`src/rtl/soc_mgmt_rst_seq_ctrl.sv`:
```
// Warm-reset sequencer: drives per-stage reset requests deepest stage first and
// releases them shallowest first, gating each step on the generator ack with an optional timeout.
module soc_mgmt_rst_seq_ctrl #(
    parameter int NUM_STAGES = 3,
    parameter int CNT_W      = 16
) (
    input  logic                  i_clk,
    input  logic                  i_rst,
    input  logic [NUM_STAGES-1:0] i_req,
    input  logic [NUM_STAGES-1:0] i_rst_ack_n,
    input  logic [CNT_W-1:0]      i_hold_cycles,
    input  logic [CNT_W-1:0]      i_timeout_cycles,
    input  logic                  i_err_clr,
    output logic [NUM_STAGES-1:0] o_rst_req_n,
    output logic                  o_busy,
    output logic [1:0]            o_active_stage,
    output logic                  o_done,
    output logic                  o_err,
    output logic [1:0]            o_err_stage,
    output logic [NUM_STAGES-1:0] o_pending
);

    localparam logic [1:0] LAST_STAGE = 2'(NUM_STAGES - 1);

    typedef enum logic [2:0] {
        ST_IDLE    = 3'd0,
        ST_ASSERT  = 3'd1,
        ST_HOLD    = 3'd2,
        ST_RELEASE = 3'd3,
        ST_DONE    = 3'd4
    } state_t;

    function automatic logic [1:0] lowest_idx(input logic [NUM_STAGES-1:0] vec);
        logic [1:0] idx;
        idx = 2'd0;
        for (int i = NUM_STAGES - 1; i >= 0; i--) begin
            if (vec[i]) begin
                idx = 2'(i);
            end else begin
                idx = idx;
            end
        end
        return idx;
    endfunction

    // Stage k and every stage above it share one sequence.
    function automatic logic [NUM_STAGES-1:0] scope_mask(input logic [1:0] stage);
        logic [NUM_STAGES-1:0] mask;
        for (int i = 0; i < NUM_STAGES; i++) begin
            mask[i] = (i >= int'(stage));
        end
        return mask;
    endfunction

    state_t                state_r, state_nx_s;
    logic [1:0]            k_r, k_nx_s;
    logic [1:0]            cur_r, cur_nx_s;
    logic [CNT_W-1:0]      cnt_r, cnt_nx_s, cnt_inc_s, hold_len_s;
    logic [NUM_STAGES-1:0] pending_r, clr_mask_s;
    logic [NUM_STAGES-1:0] req_n_r, req_n_nx_s;
    logic                  err_r, err_nx_s;
    logic [1:0]            err_stage_r, err_stage_nx_s;
    logic                  busy_r, done_r;
    logic [1:0]            active_r;
    logic                  tmo_hit_s, tmo_evt_s;

    // Next-state, counter, request-line and error-flag logic.
    always_comb begin
        state_nx_s     = state_r;
        k_nx_s         = k_r;
        cur_nx_s       = cur_r;
        cnt_nx_s       = cnt_r;
        req_n_nx_s     = req_n_r;
        err_nx_s       = err_r;
        err_stage_nx_s = err_stage_r;
        clr_mask_s     = '0;
        tmo_evt_s      = 1'b0;
        cnt_inc_s      = cnt_r + CNT_W'(1);
        tmo_hit_s      = (i_timeout_cycles != '0) && (cnt_inc_s == i_timeout_cycles);
        hold_len_s     = (i_hold_cycles == '0) ? CNT_W'(1) : i_hold_cycles;

        case (state_r)
            ST_IDLE: begin
                if (pending_r != '0) begin
                    k_nx_s     = lowest_idx(pending_r);
                    cur_nx_s   = LAST_STAGE;
                    cnt_nx_s   = '0;
                    state_nx_s = ST_ASSERT;
                end else begin
                    state_nx_s = ST_IDLE;
                end
            end
            ST_ASSERT: begin
                req_n_nx_s[cur_r] = 1'b0;
                if (!i_rst_ack_n[cur_r] || tmo_hit_s) begin
                    cnt_nx_s  = '0;
                    tmo_evt_s = i_rst_ack_n[cur_r];
                    if (cur_r == k_r) begin
                        state_nx_s = ST_HOLD;
                    end else begin
                        cur_nx_s = cur_r - 2'd1;
                    end
                end else begin
                    cnt_nx_s = cnt_inc_s;
                end
            end
            ST_HOLD: begin
                if (cnt_inc_s >= hold_len_s) begin
                    cnt_nx_s   = '0;
                    cur_nx_s   = k_r;
                    state_nx_s = ST_RELEASE;
                end else begin
                    cnt_nx_s = cnt_inc_s;
                end
            end
            ST_RELEASE: begin
                req_n_nx_s[cur_r] = 1'b1;
                if (i_rst_ack_n[cur_r] || tmo_hit_s) begin
                    cnt_nx_s  = '0;
                    tmo_evt_s = !i_rst_ack_n[cur_r];
                    if (cur_r == LAST_STAGE) begin
                        state_nx_s = ST_DONE;
                    end else begin
                        cur_nx_s = cur_r + 2'd1;
                    end
                end else begin
                    cnt_nx_s = cnt_inc_s;
                end
            end
            ST_DONE: begin
                clr_mask_s = scope_mask(k_r);
                state_nx_s = ST_IDLE;
            end
            default: begin
                state_nx_s = ST_IDLE;
                req_n_nx_s = '1;
                cnt_nx_s   = '0;
            end
        endcase

        // A fresh timeout takes priority over a software clear in the same cycle.
        if (tmo_evt_s) begin
            err_nx_s = 1'b1;
            if (!err_r) begin
                err_stage_nx_s = cur_r;
            end else begin
                err_stage_nx_s = err_stage_r;
            end
        end else if (i_err_clr) begin
            err_nx_s       = 1'b0;
            err_stage_nx_s = 2'd0;
        end else begin
            err_nx_s       = err_r;
            err_stage_nx_s = err_stage_r;
        end
    end

    // State, counters and registered outputs; a request bit in the clearing cycle stays pending.
    always_ff @(posedge i_clk) begin
        if (i_rst) begin
            state_r     <= ST_IDLE;
            k_r         <= 2'd0;
            cur_r       <= 2'd0;
            cnt_r       <= '0;
            pending_r   <= '0;
            req_n_r     <= '1;
            err_r       <= 1'b0;
            err_stage_r <= 2'd0;
            busy_r      <= 1'b0;
            done_r      <= 1'b0;
            active_r    <= 2'd0;
        end else begin
            state_r     <= state_nx_s;
            k_r         <= k_nx_s;
            cur_r       <= cur_nx_s;
            cnt_r       <= cnt_nx_s;
            pending_r   <= (pending_r & ~clr_mask_s) | i_req;
            req_n_r     <= req_n_nx_s;
            err_r       <= err_nx_s;
            err_stage_r <= err_stage_nx_s;
            busy_r      <= (state_nx_s != ST_IDLE);
            done_r      <= (state_nx_s == ST_DONE);
            if (state_nx_s != ST_IDLE) begin
                active_r <= k_nx_s;
            end else begin
                active_r <= active_r;
            end
        end
    end

    assign o_rst_req_n    = req_n_r;
    assign o_busy         = busy_r;
    assign o_active_stage = active_r;
    assign o_done         = done_r;
    assign o_err          = err_r;
    assign o_err_stage    = err_stage_r;
    assign o_pending      = pending_r;

endmodule

```
`config.mk`:
```
export PLATFORM = sky130hd
export DESIGN_NAME = soc_mgmt_rst_seq_ctrl
export DESIGN_NICKNAME = d
export VERILOG_FILES = /design/src/rtl/soc_mgmt_rst_seq_ctrl.sv
export SDC_FILE = /design/constraint.sdc
export NUM_CORES = 1
export LEC_CHECK = 0
export CORE_UTILIZATION = 45
export CTS_BUF_LIST = sky130_fd_sc_hd__clkbuf_16
export CTS_CLUSTER_SIZE = 12
export DETAILED_ROUTE_END_ITERATION = 12
export GPL_TIMING_DRIVEN = 0
export PLACE_DENSITY = 0.71
export SKIP_LAST_GASP = 1
export SLEW_MARGIN = 20
export SYNTH_ARGS = -nofsm -noshare
export SYNTH_HDL_FRONTEND = slang
export SYNTH_SLANG_ARGS = --single-unit
```
`constraint.sdc`:
```
create_clock -name i_clk -period 4.5 [get_ports i_clk]
set_clock_uncertainty 0.15 [all_clocks]
set_input_delay 0.9 -clock i_clk [delete_from_list [all_inputs] [get_ports i_clk]]
set_output_delay 0.9 -clock i_clk [all_outputs]
set_load 0.05 [all_outputs]
```
**Word level (Yosys, flattened, before mapping)**

Cells that the tools add are included.
Widths: inputs -> output; s select.

- Bits of input ports: 41
- Word-level logic and storage cells: 97
- Output and inout port bits: 13
- Register bits after elaboration: 36

- Equal/unequal tests: 15
- Muxes and demuxes: 39
- Add/subtract/negate cells: 3
- Reductions and logical operators: 16
- Magnitude comparators: 6
- Bitwise gates (word level): 7

Operator list:

| kind | count |
|---|---|
| $mux 16 | 5 |
| $pmux 16 s5 | 1 |
| $mux 2 | 14 |
| $mux 3 | 6 |
| $add 16x1->16 const B | 1 |
| $eq 16x16->1 | 1 |
| $ge 16x16->1 | 1 |
| $logic_not 16->1 | 1 |
| $reduce_bool 16->1 | 1 |
| $ne 2x2->1 const B | 7 |
| $pmux 3 s4 | 1 |
| $pmux 3 s3 | 1 |
| $pmux 2 s4 | 1 |
| $mux 1 | 7 |
| $reduce_and 7->1 | 1 |
| $and 3x3->3 | 2 |
| $eq 3x2->1 const B | 2 |
| $eq 3x3->1 const B | 2 |
| $not 3->3 | 2 |
| $or 3x3->3 | 2 |
| $reduce_bool 3->1 | 2 |
| $ge 1x2->1 const A | 2 |
| $reduce_and 2->1 | 2 |
| $reduce_bool 4->1 | 1 |
| 18 further kinds | 20 |

**Logic depth before layout (Yosys ltp)**

Gate-level depths: netlist (run 1).

- Word-level depth: 8
- Depth in mapped cells: 15
- Depth with buffers taken out: 14

**Worst setup path after synthesis (run 1)**

Ideal clock, no wire load.

- Kind: reg-to-reg
- From: reg cnt_r[0]
- To: reg cur_r[1]
- Period minus slack after synthesis: 3.555 ns
- Arrival time: 3.335 ns
- Cell stages (with the launch flop): 13
- Buffers on the path: 0
- Setup slack: 0.945 ns
- Library setup time: 0.071 ns
- Required time: 4.279 ns
- Path through: dfxtp_1 ha_1 nand4_2 or3_4 and2_1 or2_2 ha_1 nand3_1 a2111oi_0 a211oi_1 and2_1 or4_1 a21oi_1

- Cells in the longest elaborated chain, start to end: 6
- Elaborated cells on any way between the ends: 10
- Those cells by class: 1 x add/sub; 1 x order compare; 4 x eq/ne; 4 x reduce/logical

RTL lines:

| element | line | source |
|---|---|---|
| start, declared | 58 | `logic [CNT_W-1:0] cnt_r, cnt_nx_s, cnt_inc_s, hold_len_s;` |
| start signal, assigned | 176 | `cnt_r <= cnt_nx_s;` |
| $add 16x1->16 (*) | 78 | `cnt_inc_s = cnt_r + CNT_W'(1);` |
| branches (longest 4 deep; another with $ge 16x16->1) | n/a |  |
| $reduce_and 7->1 (no source line) (*) | n/a |  |
| end signal, assigned | 175 | `cur_r <= cur_nx_s;` |
| end, declared | 57 | `logic [1:0] cur_r, cur_nx_s;` |

Mark *: on every way between the ends.
A chain may end at the register's enable or synchronous reset.

**Worst setup path after layout (run 1)**

- From: reg cnt_r[0]
- To: reg cur_r[0]

Same word-level chain as after synthesis.

==> results by stage, run 1 <==
Global routing:
- The aggregate global-route resource usage is 0.237.
- The via count of the first global-routing pass is 2873.
- The maximum number of pins on one net before global-route repair is 13.
- The first global-routing pass estimated 13800 um of wire.
- For this run the aggregate overflow at the end of global routing stands at 0.
- The number of antenna violations at the first check in global routing is 0.

Drt:
- In this run, the number of DRC markers left after iteration 0 of detailed routing was 250.
- The routed wire length is 8390 um.
- The detail-routed net length per standard cell is 15.1 um.
- The count of unresolved DRC violations after routing is 0.
- The number of nets with antenna violations after routing is 0.
- Dividing the detail-routed via count by the number of cells gives 5.77.
- Before antenna repair, the detailed router went through 5 iterations.
- The via count is 3216.

Synth:
- The synthesized area per cell is 7.55 um2.
- The library cell with the largest summed area after synthesis is dfxtp_1.
- The netlist area before placement is 0.00314 mm2.
- In this run, synthesis inferred 0 flip-flops with an integrated enable.
- Ranked by total cell area, the synthesized netlist is headed by dfxtp_1 23%, ha_1 6.8%, nand2_1 5.7%.
- The number of synthesis warnings is 0.
- The proportion of synthesized chip area in sequential cells is 0.230.
- The share of synthesized area in the top cell type comes to 0.230.
- The proportion of synthesized flip-flops having asynchronous set or reset is 0.
- In the synthesized netlist, the number of instances is 416.
- Synthesis instantiated 65 different standard cells from the library.
- The number of nets handed over by synthesis was 474.
- The dominant register cell in the synthesized netlist is dfxtp_1.
- Synthesis inferred 36 register bits.

Power:
- The static leakage is 1.66 nW.
- The cell area power density is 349 mW/mm2.
- Across the VDD grid, the largest voltage drop is 0.315 mV.

STA:
- Setup slack closes at 0.293 ns.
- Counting I/O delays and the setup requirement, the final critical path takes 4.21 ns.
- Setup violations remaining at the end of the flow were counted as 0.
- The transition time at the pin with the least slew margin is 0.636 ns.
- The max-slew violation count came to 0.
- Of the available clock period, the critical path in the final layout requires 0.935.
- The setup TNS is 0 ns.
- The timing-limited maximum frequency is 0.238 GHz.
- Setup repair after global routing left no endpoint under its margin.
- The final number of hold-violating endpoints came to 0.
- In this run the tightest slew margin relative to its limit is 0.573.

Setup path:
- The slack of the worst reg-to-reg path is 0.29 ns.
- The critical path's largest stage delay is 0.50 ns.
- The endpoint class of the critical path is a register.
- The maximum fanout along the worst path is 10.
- For the worst setup path, the data required time is 4.47 ns.
- For this design, the slowest cell found on the critical path is dfxtp_1.
- The data arrival time of the worst path is 4.17 ns.
- The worst setup path is of the reg2reg kind.
- STA classifies the critical path startpoint as a register.
- Traced cell by cell, the critical path runs through ha_1 -> nand4_2 -> or3_4 -> and2_1 -> or2_2 -> ha_1 -> nand3_1 -> o22ai_1 -> o21ai_0 -> a21oi_1 -> a211oi_1 -> and2_1 -> clkbuf_1 -> o21a_1 -> a211oi_1.

Worst hold path:
- In this run the worst hold path is classified as reg2reg.

Run:
- Across the run, the number of max-cap violations was 0.

Status:
- The flow ran to the end, and the final reports show no timing, DRC or antenna violations.

Clocking:
- After clock tree synthesis, the repair step resized 0 gates.
- Buffers added to address setup during post-CTS repair amount to 0.
- Clock tree synthesis found a total of 36 sinks.
- The clock insertion delay at the later pin of the skew report is 0.28 ns.
- The number of CTS-inserted buffers is 5.
- The total number of H-tree levels is 2.
- TritonCTS built the clock tree.
- The root buffer cell is clkbuf_16.
- In this run the deepest clock path goes through 2 buffers.
- Buffers inserted to repair hold after CTS numbered 0.
- The clock input transition at the sequential cells of the worst setup and hold paths is 0.06 ns.

Finish:
- Leaving out fill and tap cells, the most frequent cells in the layout are 53 x clkdlybuf4s50_1, 48 x nand2_1, 38 x inv_1.
- Leaving out fill and tap cells, the most frequent cell in the layout is clkdlybuf4s50_1.
- The signed area change from the synthesized netlist to the final layout is 24.7%.
- The fraction of final layout cells with drive strength greater than 1 is 0.0608.
- The final layout contains 534 nets.
- The number of antenna repair diodes is 0.

Floorplanning:
- The starting utilization of the core area is 0.465.
- The floorplan step defined a core boundary enclosing 0.00676 mm2.
- The number of standard-cell rows in the floorplan is 30.
- The horizontal extent of the die is 85.5 um.
- During I/O placement, the number of pins put on the boundary was 54.
- The floorplan step defined a die boundary enclosing 0.00731 mm2.
- Measured along the y axis, the die boundary spans 85.5 um.

Place:
- The count of buffers added on input and output ports is 53.
- The worst setup timing slack at the placement stage is 0.222 ns.
- The sum of net half-perimeters after detailed placement is 6550 um.
- The congestion estimate from routability-driven global placement came to 0.892.
-- routing by layer --
layer  vias up  share of wire  global-route usage
met2       114           0.45               0.387
met1      1487           0.48               0.328
met3        11          0.061              0.0385
met4         0          0.011              0.0576
li1       1604              -                   -
met5         -              0                   0
-- flip-flops by register name, indices dropped and copies added, names as in the netlist --
signal          flops
o_busy              1
o_err               1
cur_r               2
o_pending           3
o_err_stage         2
o_active_stage      2
cnt_r              16
k_r                 2
state_r             3
o_rst_req_n         3
o_done              1
-- kinds of logic after synthesis --
group           Yosys count  share of synthesized area
compound gates           95                      0.198
flops                    36                      0.230
simple gates            170                      0.294
xor+xnor                 33                      0.119
fa+ha+maj                17                     0.0678
mux                       3                     0.0116
buf+inv                  62                     0.0801
-- power by group --
| part | total [mW] | switching, mW | internal [mW] |
|---|---|---|---|
| Clock | 0.344 | 0.140 | 0.204 |
| Combinational | 0.629 | 0.386 | 0.243 |
| Sequential | 0.392 | 0.0320 | 0.360 |
| Total | 1.37 | 0.558 | 0.807 |
-- worst max-delay path: cells and delay by family, from the launching register on --
family | cells | cell delay, ns
flip-flops | 1 | 0.50
buffers and inverters | 1 | 0.39
AO/OA/AOI/OAI | 6 | 0.92
adder cells (fa/ha/maj) | 2 | 0.68
AND/OR/NAND/NOR | 6 | 1.38
-- worst paths after layout --
check,from,end,cells past startpoint
min,o_rst_req_n[1]$_SDFFE_PP1N_,o_rst_req_n[1]$_SDFFE_PP1N_,2
max,cnt_r[0]$_SDFFE_PP0P_,cur_r[0]$_SDFFE_PP0P_,15
min reg2reg,o_rst_req_n[1]$_SDFFE_PP1N_,o_rst_req_n[1]$_SDFFE_PP1N_,2
max reg2reg,cnt_r[0]$_SDFFE_PP0P_,cur_r[0]$_SDFFE_PP0P_,15
-- cell type report --
type | count | area, um2
Buffer | 24 | 109
Clock buffer | 5 | 125
Clock inverter | 3 | 18.8
Fill cell | 656 | 2840
Inverter | 38 | 143
Multi-Input combinational cell | 318 | 2170
Sequential cell | 36 | 721
Tap cell | 80 | 100
Timing Repair Buffer | 53 | 531
-- stage by stage --
| stage | power [mW] | instance area (um2) | std cells | hold WS (ns) | util |
|---|---|---|---|---|---|
| after global placement | 1.00 | 3770 | 549 | 0.312 | 0.558 |
| after floorplan | 0.836 | 3140 | 416 | 0.326 | - |
| after detailed placement | 1.02 | 3770 | 549 | 0.319 | 0.558 |
| final | 1.37 | 3910 | 557 | 0.335 | 0.579 |
| after CTS | 1.36 | 3910 | 557 | 0.335 | 0.579 |
| after global routing | 1.45 | 3910 | 557 | 0.361 | 0.579 |
-- cell usage after synthesis, types with 3 or more instances --
cell type and n:
ha_1 17, nor2b_1 9, and2_1 4, nand4_1 5, o21a_1 3, a211oi_1 5
o21ai_0 26, nor4_1 12, nand2b_1 3, xnor3_1 4, nand2_1 48, o221ai_1 3
nand3_1 18, or4_1 5, clkbuf_1 15, xnor2_1 16, nor3_1 7, a21oi_1 22
o2111ai_1 4, or3_1 3, buf_2 6, xor2_1 11, nor2_1 32, and3_1 8
inv_1 38, o211ai_1 3, dfxtp_1 36, a31oi_1 3, a21o_1 4
Power figures use the tool's default switching activity.
==> run 2: changes to the inputs <==
--- a/config.mk
+++ b/config.mk
@@ -5,11 +5,13 @@
 export SDC_FILE = /design/constraint.sdc
 export NUM_CORES = 1
 export LEC_CHECK = 0
+export CORE_MARGIN = 5
 export CORE_UTILIZATION = 45
 export CTS_BUF_LIST = sky130_fd_sc_hd__clkbuf_16
 export CTS_CLUSTER_SIZE = 12
 export DETAILED_ROUTE_END_ITERATION = 12
 export GPL_TIMING_DRIVEN = 0
+export MAX_ROUTING_LAYER = met4
 export PLACE_DENSITY = 0.71
 export SKIP_LAST_GASP = 1
 export SLEW_MARGIN = 20
==> run 2 against run 1 <==
  * Utilization is 0.32 points higher
  * Total power is 4.2% higher
  * Clock power is 16% higher
  * Highest routed layer unchanged
  * Critical endpoint unchanged
  * Sequential share of layout area is 0.20 points lower
  * Via count is 1.6% lower
  * Maximum frequency is 0.50% lower
  * Register-to-register slack worse by 0.02 ns
  * Cell area is 1.1% higher
  * Global-route usage is 3.3 points lower
  * Worst setup slack worse by 0.021 ns
  * Critical path type unchanged
  * Sequential power hardly changed
  * Critical path depth is 2 lower
==> results by stage, run 2 (synthesis results as in run 1) <==
Status:
- The flow ran to the end, and the final reports show no timing, DRC or antenna violations.

Clocking:
- The number of buffers inserted by post-CTS setup repair came to 0 (unchanged).
- The hold buffer count at cts is 0 (unchanged).
- The root buffer cell is clkbuf_16.
- The total of cells resized after clock tree synthesis came to 0 (unchanged).
- The total number of H-tree levels is 2 (unchanged).
- The clock insertion delay at the later pin of the skew report was 0.28 ns (about the same).
- The CTS tree is done.
- The number of CTS-inserted buffers is 5 (unchanged).
- The clock tree buffer depth is 2 (unchanged).
- The clock sink count is 36 (unchanged).
- The clock input transition at the sequential cells of the worst setup and hold paths came to 0.06 ns (about the same).

Global routing:
- The aggregate global-route resource usage was 0.204 (-0.0328).
- The total grt overflow is 0 (unchanged).
- The maximum number of pins on one net before global-route repair is 13 (unchanged).
- The via count of the first global-routing pass is 2843 (-1.0%).
- The wire length of the first global-routing pass is 14000 um (+1.8%).
- The number of antenna violations at the first check in global routing was 0 (unchanged).

STA:
- The smallest setup slack after layout is 0.271 ns (-0.0211 ns).
- The setup TNS came to 0 ns (unchanged).
- The final number of setup-violating endpoints came to 0 (unchanged).
- The worst slew margin relative to its limit came to 0.578 (+0.00470).
- The final number of hold-violating endpoints is 0 (unchanged).
- The max-slew violation count came to 0 (unchanged).
- The final critical delay including setup and external delays was 4.23 ns (+0.0211 ns).
- Setup repair after global routing left no endpoint under its margin.
- The ratio of final minimum period to clock period is 0.940 (+0.00470).
- The timing-limited maximum frequency is 0.236 GHz (-0.50%).
- The transition time at the pin with the least slew margin is 0.629 ns (-0.00699 ns).

Power:
- The static leakage is 1.66 nW (+0.38%).
- The worst ir drop on vdd is 0.230 mV (-27%).
- The cell area power density is 360 mW/mm2 (+3.1%).
- The post-layout total power is 1.42 mW (+4.2%).

Drt:
- The routed wire length was 8520 um (+1.6%).
- The count of unresolved DRC violations after routing is 0 (unchanged).
- The number of vias per cell is 5.53 (-4.3%).
- The via count was 3166 (-1.6%).
- The iteration-0 DRC count of the detailed router is 269 (+7.6%).
- The detail-routed net length per standard cell is 14.9 um (-1.2%).
- The number of nets with antenna violations after routing is 0 (unchanged).
- The detailed-routing iteration count for the pre-antenna-repair pass came to 7 (+2).

Place:
- The total of buffers placed on input and output ports was 53 (unchanged).
- The sum of net half-perimeters after detailed placement is 6680 um (+2.0%).
- The final weighted congestion in routability-driven placement is 0.947 (+6.2%).
- The worst setup timing slack at the placement stage came to 0.273 ns (+0.0514 ns).
- The placed instance area is 0.00379 mm2 (+0.53%).

Finish:
- The finished layout cell area is 0.00396 mm2 (+1.1%).
- The number of fill cells was 662 (+0.91%).
- The most common cell after layout, fill and taps aside is clkdlybuf4s50_1.
- The number of flip-flops in the largest register is 16 (unchanged).
- The area growth from synthesis to layout is 26.1%.
- The register name with the most flops is cnt_r.
- The final layout net count was 534 (unchanged).
- The number of antenna repair diodes is 0 (unchanged).
- The fraction of final layout cells with drive strength greater than 1 is 0.0608 (unchanged).
- The top cell types in the final layout, fill and taps aside, are 53 x clkdlybuf4s50_1, 48 x nand2_1, 38 x inv_1.

Setup path:
- The worst endpoint required time came to 4.52 ns (+0.05 ns).
- STA classifies the critical path startpoint as a register.
- The maximum fanout along the worst path is 10 (unchanged).
- The setup path with the least slack is of type reg2reg.
- The worst setup path is captured at a register.
- The path depth of the worst reg2reg path is 13 (-2).
- The data arrival time of the worst path is 4.25 ns (+0.08 ns).

Floorplanning:
- The starting utilization of the core area was 0.462 (-0.00257).
- The full die area is 0.00875 mm2 (+20%).
- The horizontal extent of the die was 93.5 um (+9.4%).
- The y dimension of the die came to 93.5 um (+9.4%).
- The number of standard-cell rows in the floorplan came to 30 (unchanged).
- The number of primary I/O pins is 54 (unchanged).
- The core region area is 0.00679 mm2 (+0.56%).

Worst hold path:
- The tightest min-delay check is of the reg2reg type.
- The cell count of the worst hold path was 2 (unchanged).

Run:
- The max-capacitance violation count was 0 (unchanged).
run 2: final cells by class:
class,instances,area (um2),area share
Timing Repair Buffer,53,531,0.134
Inverter,38,143,0.0360
Sequential cell,36,721,0.182
Multi-Input combinational cell,318,2170,0.548
Tap cell,96,120,0.0304
Buffer,24,109,0.0275
Clock buffer,5,125,0.0316
Clock inverter,3,42.5,0.0107
run 2: stage by stage:
| step | util | std cells | hold slack [ns] |
|---|---|---|---|
| finish | 0.583 | 573 | 0.342 |
| global route | 0.583 | 573 | 0.367 |
| CTS | 0.583 | 573 | 0.344 |
| detailed placement | 0.558 | 565 | 0.328 |
| global placement | 0.558 | 565 | 0.311 |
| floorplan | - | 416 | 0.326 |
run 2: critical path: stages, from the launching register on:
cell and delay [ns]:
dfxtp_1 0.50, ha_1 0.38, nand4_2 0.16, or3_4 0.41, and2_1 0.18, or2_2 0.31
ha_1 0.30, nand3_1 0.09, a2111oi_0 0.44, a211oi_1 0.19, and2_1 0.22, clkbuf_1 0.26
o21a_1 0.25, a211oi_1 0.28
run 2: final timing paths:
path / from / endpoint / slack (ns)
setup / recovery: cnt_r[0]$_SDFFE_PP0P_ / cur_r[0]$_SDFFE_PP0P_ / 0.27
hold / removal: o_active_stage[1]$_SDFFE_PP0P_ / o_active_stage[1]$_SDFFE_PP0P_ / 0.34
setup reg to reg: cnt_r[0]$_SDFFE_PP0P_ / cur_r[0]$_SDFFE_PP0P_ / 0.27
hold reg to reg: o_active_stage[1]$_SDFFE_PP0P_ / o_active_stage[1]$_SDFFE_PP0P_ / 0.34
run 2: routing by layer:
metal  routed length [um]  track usage  part of all wire
met3                  496       0.0177             0.058
met4                   61       0.0598            0.0072
met1                 4240        0.298              0.50
met5                    0            -                 0
met2                 3720        0.300              0.44
run 2: power by group:
part	switching, mW	total (mW)	internal (mW)
logic	0.388	0.631	0.243
clock network	0.139	0.399	0.260
registers	0.0324	0.392	0.360
total	0.559	1.42	0.863
==> run 3: changes to the inputs <==
--- a/config.mk
+++ b/config.mk
@@ -5,6 +5,7 @@
 export SDC_FILE = /design/constraint.sdc
 export NUM_CORES = 1
 export LEC_CHECK = 0
+export ABC_CLOCK_PERIOD_IN_PS = 4500
 export CORE_MARGIN = 5
 export CORE_UTILIZATION = 45
 export CTS_BUF_LIST = sky130_fd_sc_hd__clkbuf_16
==> results of run 3 <==
No change in the layout: final DEF, timing and power equal those of run 2.
